## config.mk

```make
export PLATFORM = sky130hd
export DESIGN_NAME = branch_predictor
export DESIGN_NICKNAME = d
export VERILOG_FILES = /design/src/rtl/bp_pkg.sv /design/src/rtl/branch_predictor_sat_counter2.sv /design/src/rtl/branch_predictor.sv
export SDC_FILE = /design/constraint.sdc
export NUM_CORES = 1
export LEC_CHECK = 0
export CORE_MARGIN = 2
export CORE_UTILIZATION = 50
export CTS_CLUSTER_SIZE = 30
export DETAILED_ROUTE_END_ITERATION = 12
export GPL_ROUTABILITY_DRIVEN = 0
export GPL_TIMING_DRIVEN = 0
export PLACE_DENSITY = 0.68
export REMOVE_ABC_BUFFERS = 1
export SLEW_MARGIN = 20
export SYNTH_ARGS = -nofsm -noshare
export SYNTH_HDL_FRONTEND = slang
export SYNTH_SLANG_ARGS = --single-unit
```

## constraint.sdc

```tcl
create_clock -name clk -period 17.7 [get_ports clk]
set_input_delay 3.54 -clock clk [delete_from_list [all_inputs] [get_ports clk]]
set_output_delay 3.54 -clock clk [all_outputs]
set_load 0.03 [all_outputs]
```

## src/rtl/bp_pkg.sv

```systemverilog
// Shared definitions for the branch predictor: counter encodings and
// the constants used at reset and on allocation.
package bp_pkg;

    typedef enum logic [1:0] {
        SNT = 2'b00,
        WNT = 2'b01,
        WT  = 2'b10,
        ST  = 2'b11
    } ctr_t;

    // Freshly reset entries lean not-taken; new allocations lean taken
    // because they are only created by a taken branch.
    localparam ctr_t CTR_RESET = WNT;
    localparam ctr_t CTR_ALLOC = WT;

    localparam logic [31:0] CNT_MAX = 32'hFFFF_FFFF;

    // Statistics counters stick at all-ones instead of wrapping.
    function automatic logic [31:0] sat_inc32(input logic [31:0] v);
        return (v == CNT_MAX) ? v : v + 32'd1;
    endfunction

endpackage

```

## src/rtl/branch_predictor_sat_counter2.sv

```systemverilog
// Next-state logic for a 2-bit saturating taken/not-taken counter.
module sat_counter2
    import bp_pkg::*;
(
    input  ctr_t i_ctr,
    input  logic i_taken,
    output ctr_t o_ctr
);

    // Step toward ST on taken, toward SNT on not-taken, holding at the ends.
    always_comb begin
        o_ctr = i_ctr;
        case (i_ctr)
            SNT: o_ctr = i_taken ? WNT : SNT;
            WNT: o_ctr = i_taken ? WT  : SNT;
            WT:  o_ctr = i_taken ? ST  : WNT;
            ST:  o_ctr = i_taken ? ST  : WT;
            default: o_ctr = i_ctr;
        endcase
    end

endmodule

```

## src/rtl/branch_predictor.sv

```systemverilog
// Direct-mapped branch target buffer with 2-bit counters. Lookup is
// purely combinational; updates from the execute stage land on the clock
// edge and are visible to lookup from the following cycle.
module branch_predictor
    import bp_pkg::*;
#(
    parameter int XLEN    = 32,
    parameter int ENTRIES = 16
) (
    input  logic            clk,
    input  logic            rst,
    input  logic [XLEN-1:0] if_pc,
    output logic            pred_taken,
    output logic [XLEN-1:0] pred_next_pc,
    input  logic            upd_valid,
    input  logic [XLEN-1:0] upd_pc,
    input  logic            upd_taken,
    input  logic [XLEN-1:0] upd_target,
    input  logic            upd_mispredict,
    output logic [31:0]     branch_cnt,
    output logic [31:0]     mispredict_cnt
);

    localparam int IDX_W = $clog2(ENTRIES);
    localparam int TAG_W = XLEN - 2 - IDX_W;

    // Flattened views of per-entry state so both ports can index them.
    logic [ENTRIES-1:0] w_valid;
    ctr_t               w_ctr    [ENTRIES];
    logic [TAG_W-1:0]   w_tag    [ENTRIES];
    logic [XLEN-1:0]    w_target [ENTRIES];

    logic [IDX_W-1:0] w_if_idx;
    logic [TAG_W-1:0] w_if_tag;
    logic             w_if_hit;
    logic [IDX_W-1:0] w_upd_idx;
    logic [TAG_W-1:0] w_upd_tag;
    logic             w_upd_hit;
    ctr_t             w_ctr_next;
    logic             w_unused_pc_bits;

    logic [31:0] r_branch_cnt;
    logic [31:0] r_mispredict_cnt;

    // Byte offset within the word never selects a different branch.
    assign w_unused_pc_bits = ^{upd_pc[1:0], if_pc[1:0]};

    // Fetch-side lookup, no bypass from a concurrent update.
    assign w_if_idx     = if_pc[IDX_W+1:2];
    assign w_if_tag     = if_pc[XLEN-1:IDX_W+2];
    assign w_if_hit     = w_valid[w_if_idx] && (w_tag[w_if_idx] == w_if_tag);
    assign pred_taken   = w_if_hit && w_ctr[w_if_idx][1];
    assign pred_next_pc = pred_taken ? w_target[w_if_idx] : if_pc + XLEN'(4);

    // Execute-side lookup that decides between training and allocating.
    assign w_upd_idx = upd_pc[IDX_W+1:2];
    assign w_upd_tag = upd_pc[XLEN-1:IDX_W+2];
    assign w_upd_hit = w_valid[w_upd_idx] && (w_tag[w_upd_idx] == w_upd_tag);

    sat_counter2 u_sat_counter2 (
        .i_ctr   (w_ctr[w_upd_idx]),
        .i_taken (upd_taken),
        .o_ctr   (w_ctr_next)
    );

    generate
        for (genvar gi = 0; gi < ENTRIES; gi++) begin : gen_entry
            logic             r_valid;
            ctr_t             r_ctr;
            logic [TAG_W-1:0] r_tag;
            logic [XLEN-1:0]  r_target;
            logic             w_sel;

            assign w_sel = upd_valid && (w_upd_idx == IDX_W'(gi));

            // Valid and counter: cleared by reset, trained on hit, seeded on taken miss.
            always_ff @(posedge clk) begin
                if (rst) begin
                    r_valid <= 1'b0;
                    r_ctr   <= CTR_RESET;
                end else if (w_sel) begin
                    if (w_upd_hit) begin
                        r_ctr <= w_ctr_next;
                    end else if (upd_taken) begin
                        r_valid <= 1'b1;
                        r_ctr   <= CTR_ALLOC;
                    end
                end
            end

            // Tag and target carry no reset; only taken outcomes write them.
            always_ff @(posedge clk) begin
                if (!rst && w_sel && upd_taken) begin
                    r_target <= upd_target;
                    if (!w_upd_hit) begin
                        r_tag <= w_upd_tag;
                    end
                end
            end

            assign w_valid[gi]  = r_valid;
            assign w_ctr[gi]    = r_ctr;
            assign w_tag[gi]    = r_tag;
            assign w_target[gi] = r_target;
        end
    endgenerate

    // Saturating statistics of resolved branches and mispredictions.
    always_ff @(posedge clk) begin
        if (rst) begin
            r_branch_cnt     <= '0;
            r_mispredict_cnt <= '0;
        end else if (upd_valid) begin
            r_branch_cnt <= sat_inc32(r_branch_cnt);
            if (upd_mispredict) begin
                r_mispredict_cnt <= sat_inc32(r_mispredict_cnt);
            end
        end
    end

    assign branch_cnt     = r_branch_cnt;
    assign mispredict_cnt = r_mispredict_cnt;

endmodule

```

* Word level (Yosys, flattened, before mapping)
Cells that the tools add are included.
** Word-level totals
- Register bits :: 1040
- Output and inout port bits :: 97
- Logic and storage cells :: 232
- Bits of input ports :: 101
** Cells by class
- Add/sub/neg operators :: 3
- Equality and inequality tests :: 22
- Bitwise gates (word level) :: 5
- Reduce and logical (&&, ||, !) cells :: 105
- Muxes and demuxes :: 27
- Order comparisons :: 4
** Operators by type and width (count)
- $bmux W26 S4 :: 2
- $bmux W32 S4 :: 1
- $mux W26 :: 4
- $mux W32 :: 3
- $reduce_and A2 Y1 :: 33
- $add A32 B1 Y32 const B :: 2
- $eq A32 B32 Y1 const B :: 2
- $eq A26 B26 Y1 :: 2
- $logic_and A1 B1 Y1 :: 51
- $reduce_and A3 Y1 :: 17
- $add A32 B3 Y32 const B :: 1
- $eq A4 B4 Y1 const B :: 8
- $bmux W2 S4 :: 2
- $eq A4 B3 Y1 const B :: 4
- $mux W2 :: 8
- $ge A5 B5 Y1 const B :: 2
- $lt A4 B5 Y1 const B :: 2
- $not A4 Y5 :: 2
- $bmux W1 S4 :: 2
- $eq A4 B2 Y1 const B :: 2
- $pmux W2 S4 :: 1
- $eq A2 B2 Y1 const B :: 2
- $eq A4 B1 Y1 const B :: 1
- $logic_not A4 Y1 :: 1
- other kinds (6) :: 11

* Logic depth before layout (Yosys ltp)
- Depth in word-level cells :: 8
- Gate-level depth with buffers :: 17
- Depth with buffers taken out :: 9

* Cells and area by module
From an unflattened synthesis, not the netlist that was laid out.
** Unflattened totals
- Cells, all modules :: 2602
- Area, all modules :: 46191.8 um^2
** By module, submodules not included
- branch_predictor :: instances 1, seq. area each 30108.9 um^2, area each 46165.5 um^2, cells each 2599
- sat_counter2 :: instances 1, seq. area each 0.0 um^2, area each 26.3 um^2, cells each 3

* Least setup slack after synthesis
OpenSTA, ideal clock, no wires.
- Path type :: input to output
- Start point :: input if_pc[4]
- End point :: output pred_taken
- Path buffers :: 5
- Setup slack :: 6806 ps
- Cell stages on the path :: 10
- Data arrival time :: 7354 ps
- Required time :: 14160 ps
- Cell sequence :: buf_2 -> buf_1 -> clkbuf_1 -> clkbuf_1 -> mux4_2 -> xor2_1 -> or4_1 -> or4_1 -> buf_2 -> nor2_1
** Between the ends
- Cells in the longest elaborated chain, start to end :: 7
- Elaborated cells on any way between the ends :: 12
- Classes of those cells :: eq/ne: 1; mux: 8; bitwise: 1; reduce/logical: 2
** Ends and longest elaborated chain
- start: declaration :: RTL line branch_predictor.sv:12 : input logic [XLEN-1:0] if_pc,
- $not A4 Y5 (not written as such) :: RTL line branch_predictor.sv:51, branch_predictor.sv:52
- $bmux W26 S4 :: RTL line branch_predictor.sv:51 : assign w_if_hit = w_valid[w_if_idx] && (w_tag[w_if_idx] == w_if_tag);
- $mux W26 (not written as such) (2 in a row) :: RTL line branch_predictor.sv:51
- $eq A26 B26 Y1 :: RTL line branch_predictor.sv:51
- $logic_and A1 B1 Y1 :: RTL line branch_predictor.sv:51
- $logic_and A1 B1 Y1 (*) :: RTL line branch_predictor.sv:52 : assign pred_taken = w_if_hit && w_ctr[w_if_idx][1];
- end: declaration :: RTL line branch_predictor.sv:13 : output logic pred_taken,
Every way passes the cells marked *; elsewhere a longest branch is shown, timed or not. The select of a mux whose other input is x is not followed.

* Worst setup path in the final report
- Start point :: input if_pc[2]
- End point :: output pred_next_pc[28]
** Between the ends
- Cells in the longest elaborated chain, start to end :: 8
- Elaborated cells on any way between the ends :: 17
- Classes of those cells :: add/sub: 1; eq/ne: 1; mux: 12; bitwise: 1; reduce/logical: 2
** Ends and longest elaborated chain
- $not A4 Y5 (not written as such) :: RTL line branch_predictor.sv:51, branch_predictor.sv:52, branch_predictor.sv:53
- $bmux W26 S4 :: RTL line branch_predictor.sv:51
- $mux W26 (not written as such) (2 in a row) :: RTL line branch_predictor.sv:51
- $eq A26 B26 Y1 :: RTL line branch_predictor.sv:51
- $logic_and A1 B1 Y1 :: RTL line branch_predictor.sv:51
- $logic_and A1 B1 Y1 :: RTL line branch_predictor.sv:52
- $mux W32 (*) :: RTL line branch_predictor.sv:53 : assign pred_next_pc = pred_taken ? w_target[w_if_idx] : if_pc + XLEN'(4);
- end: declaration :: RTL line branch_predictor.sv:14 : output logic [XLEN-1:0] pred_next_pc,
Marked as above.

==> flow_metrics.env <==
export IMPL_post_route_period_util=0.7165
export IMPL_synth_most_common_cell="edfxtp_1"
export IMPL_overflow=0
export IMPL_fp_dieW_microns=307.4
export IMPL_fin_worst_skew_ns=0.02291
export IMPL_clkPwrFrac=0.423
export IMPL_maxCapViolations=0
export IMPL_slowest_stage="or4b_4"
export IMPL_max_stage_delay_ns=0.87
export IMPL_antenna_found_initial=9
export IMPL_p_leak_nw=17.54
export IMPL_yosys_warnings=0
export IMPL_yosysUniqueCellTypes=64
export IMPL_cp_top_family="buffers and inverters"
export IMPL_path_clk_slew_ns=0.06
export IMPL_tns_ns=0
export IMPL_seqCellArea_sq_um=30110
export IMPL_swShare=0.2206
export IMPL_hpwl_microns=81890
export IMPL_p_int_w=0.004180
export IMPL_grt_pass1_wl_microns=180700
export IMPL_fp_dieH_microns=307.4
export IMPL_track_usage=0.2623
export IMPL_power_switching_w=0.001183
export IMPL_slew_headroom=0.1896
export IMPL_yosys_area_top_type="edfxtp_1"
export IMPL_path_cells="buf_8 > buf_16 > buf_16 > mux4_2 > mux4_2 > xnor2_1 > nand4bb_1 > or4_1 > or4b_4 > a21oi_1 > clkdlybuf4s50_1"
export IMPL_path_buf_inv=4
export IMPL_ant_nets=0
export IMPL_coreArea_sq_um=91390
export IMPL_area_growth_pct=17.93
export IMPL_drive_above_1_share=0.2535
export IMPL_cp_required_ns=14.16
export IMPL_ios=198
export IMPL_multi_input_area_sq_um=15230
export IMPL_power_density_nw_per_um2=98.85
export IMPL_ys_seq_elements=1040
export IMPL_status="complete, no violations"
export IMPL_drt_initial_drc_count=3387
export IMPL_async_reset_ff_frac=0
export IMPL_place_inst=3883
export IMPL_postSynthCellCount=2542
export IMPL_cts_buffers=107
export IMPL_fmax_ghz=0.07885
export IMPL_cp_start_kind="input pin"
export IMPL_clockBufferDepth=3
export IMPL_maxSlewViolCount=0
export IMPL_cts_tree="built"
export IMPL_layoutNonFillerInstCount=4085
export IMPL_syn_avg_cell_area_sq_um=18.10
export IMPL_cts_htree_levels=3
export IMPL_rsz0062_at_grt="no"
export IMPL_post_cts_buffers=0
export IMPL_drcViolationCount=0
export IMPL_r2r_setup_slack_ns=12.85
export IMPL_port_buffers=195
export IMPL_end_kind="primary output"
export IMPL_worstSetupPathType="in -> out"
export IMPL_syn_area_sq_um=46010
export IMPL_hold_buffers=0
export IMPL_die_area_sq_um=94460
export IMPL_rows=111
export IMPL_grt_max_degree=99
export IMPL_wirelength_microns=123700
export IMPL_crit_fanout=58
export IMPL_yosys_top_cells_count="edfxtp_1, mux4_2, nor2_1"
export IMPL_yosys_top_cells_area="edfxtp_1, mux4_2, dfxtp_1"
export IMPL_cp_arrival_ns=9.14
export IMPL_clk_latency_ns=0.69
export IMPL_dr_pass1_iters=6
export IMPL_cts_root_buf="clkbuf_16"
export IMPL_seqPwrFrac=0.503
export IMPL_cts_resized=0
export IMPL_clock_sinks=1040
export IMPL_setup_viol=0
export IMPL_start_util=0.5035
export IMPL_via_count=26552
export IMPL_hold_path_class="reg -> reg"
export IMPL_vias_per_cell=6.500
export IMPL_pwr_share_comb=0.074
export IMPL_synth_edf_count=928
export IMPL_synth_top_cell_area_share=0.6057
export IMPL_grt_pass1_vias=27020
export IMPL_fin_nets=2910
export IMPL_synthFlopType="edfxtp_1"
export IMPL_routedWlPerCell_microns=30.29
export IMPL_finalCriticalPeriod_ns=12.68
export IMPL_peakVddDrop_v=0.00009024
export IMPL_synth_yosys_seq_area_share=0.6544
export IMPL_fillerInstances=6601
export IMPL_finalHoldViolCount=0
export IMPL_worst_pin_slew_ns=1.213
==> registers in the layout, indices dropped and copies added, names as in the netlist <==
name                count
gen_entry.r_ctr        32
mispredict_cnt         32
gen_entry.r_tag       416
gen_entry.r_valid      16
gen_entry.r_target    512
branch_cnt             32
==> cell families (layout without fill, tap and decap cells) <==
logic type | after synthesis | count (layout) | synth area share
flops | 1040 | 1040 | 0.6544
mux | 497 | 497 | 0.2155
simple gates | 468 | 468 | 0.05069
buf+inv | 196 | 549 | 0.01923
compound gates | 188 | 188 | 0.03032
xor+xnor | 149 | 149 | 0.02885
fa+ha+maj | 4 | 4 | 0.001033
other cells | 0 | 4 | 0
==> power by group through the flow <==
stage	logic [W]	clock network [W]	registers, W
final	0.000395	0.00227	0.00270
after CTS	0.000394	0.00230	0.00270
after floorplan	0.000184	0	0.00275
after global routing	0.000415	0.00239	0.00270
after global placement	0.000485	0	0.00275
after detailed placement	0.000391	0	0.00275
==> stage by stage <==
stage / hold slack, ns / worst slack (ns) / area [sq um] / total power (W) / util
after floorplan: 0.4439 / 7.072 / 45250 / 0.002932 / -
final: 0.4870 / 5.017 / 54260 / 0.005364 / 0.5937
after global routing: 0.5096 / 4.798 / 54250 / 0.005503 / 0.5936
after global placement: 0.4607 / -9.982 / 48690 / 0.003234 / 0.5328
after CTS: 0.4831 / 4.986 / 54250 / 0.005393 / 0.5936
after detailed placement: 0.4692 / 5.008 / 50720 / 0.003141 / 0.5550
==> path summary, 6_finish.rpt <==
| path | from | end | cells past startpoint |
|---|---|---|---|
| setup / recovery | if_pc[2] | pred_next_pc[28] | 11 |
| hold reg to reg | gen_entry[13].r_valid | gen_entry[13].r_valid | 1 |
| setup reg to reg | gen_entry[2].r_tag[24] | gen_entry[9].r_tag[24] | 13 |
| hold / removal | gen_entry[13].r_valid | gen_entry[13].r_valid | 1 |
==> cell type report <==
class                   count  share of cell area
multi-input cells        1306              0.2806
well taps                1186             0.02735
inverters                  33            0.002329
diodes                      4           0.0001845
repair buffers            318             0.06946
clock buffers             132             0.05262
flip-flops and latches   1040              0.5549
clock inverters            66             0.01250
==> layer usage <==
layer  vias to the layer above  part of all wire  GRT usage
li1                      11045                 -          -
met1                     13957              0.39     0.3615
met2                      1303              0.49     0.4197
met3                       231             0.094    0.05994
met4                        16             0.028    0.08100
met5                         -           0.00084          0
==> cells in the final DEF (no fill, tap or decap), types with 54 or more instances in the layout <==
cell,count
xnor2_1,79
nand3_1,54
clkdlybuf4s50_1,185
nor2_1,113
xor2_1,67
mux4_2,368
mux2i_1,80
nand2_1,85
clkbuf_16,110
dfxtp_1,112
buf_4,58
edfxtp_1,928
Note: power is estimated with default switching activity, not from simulation.
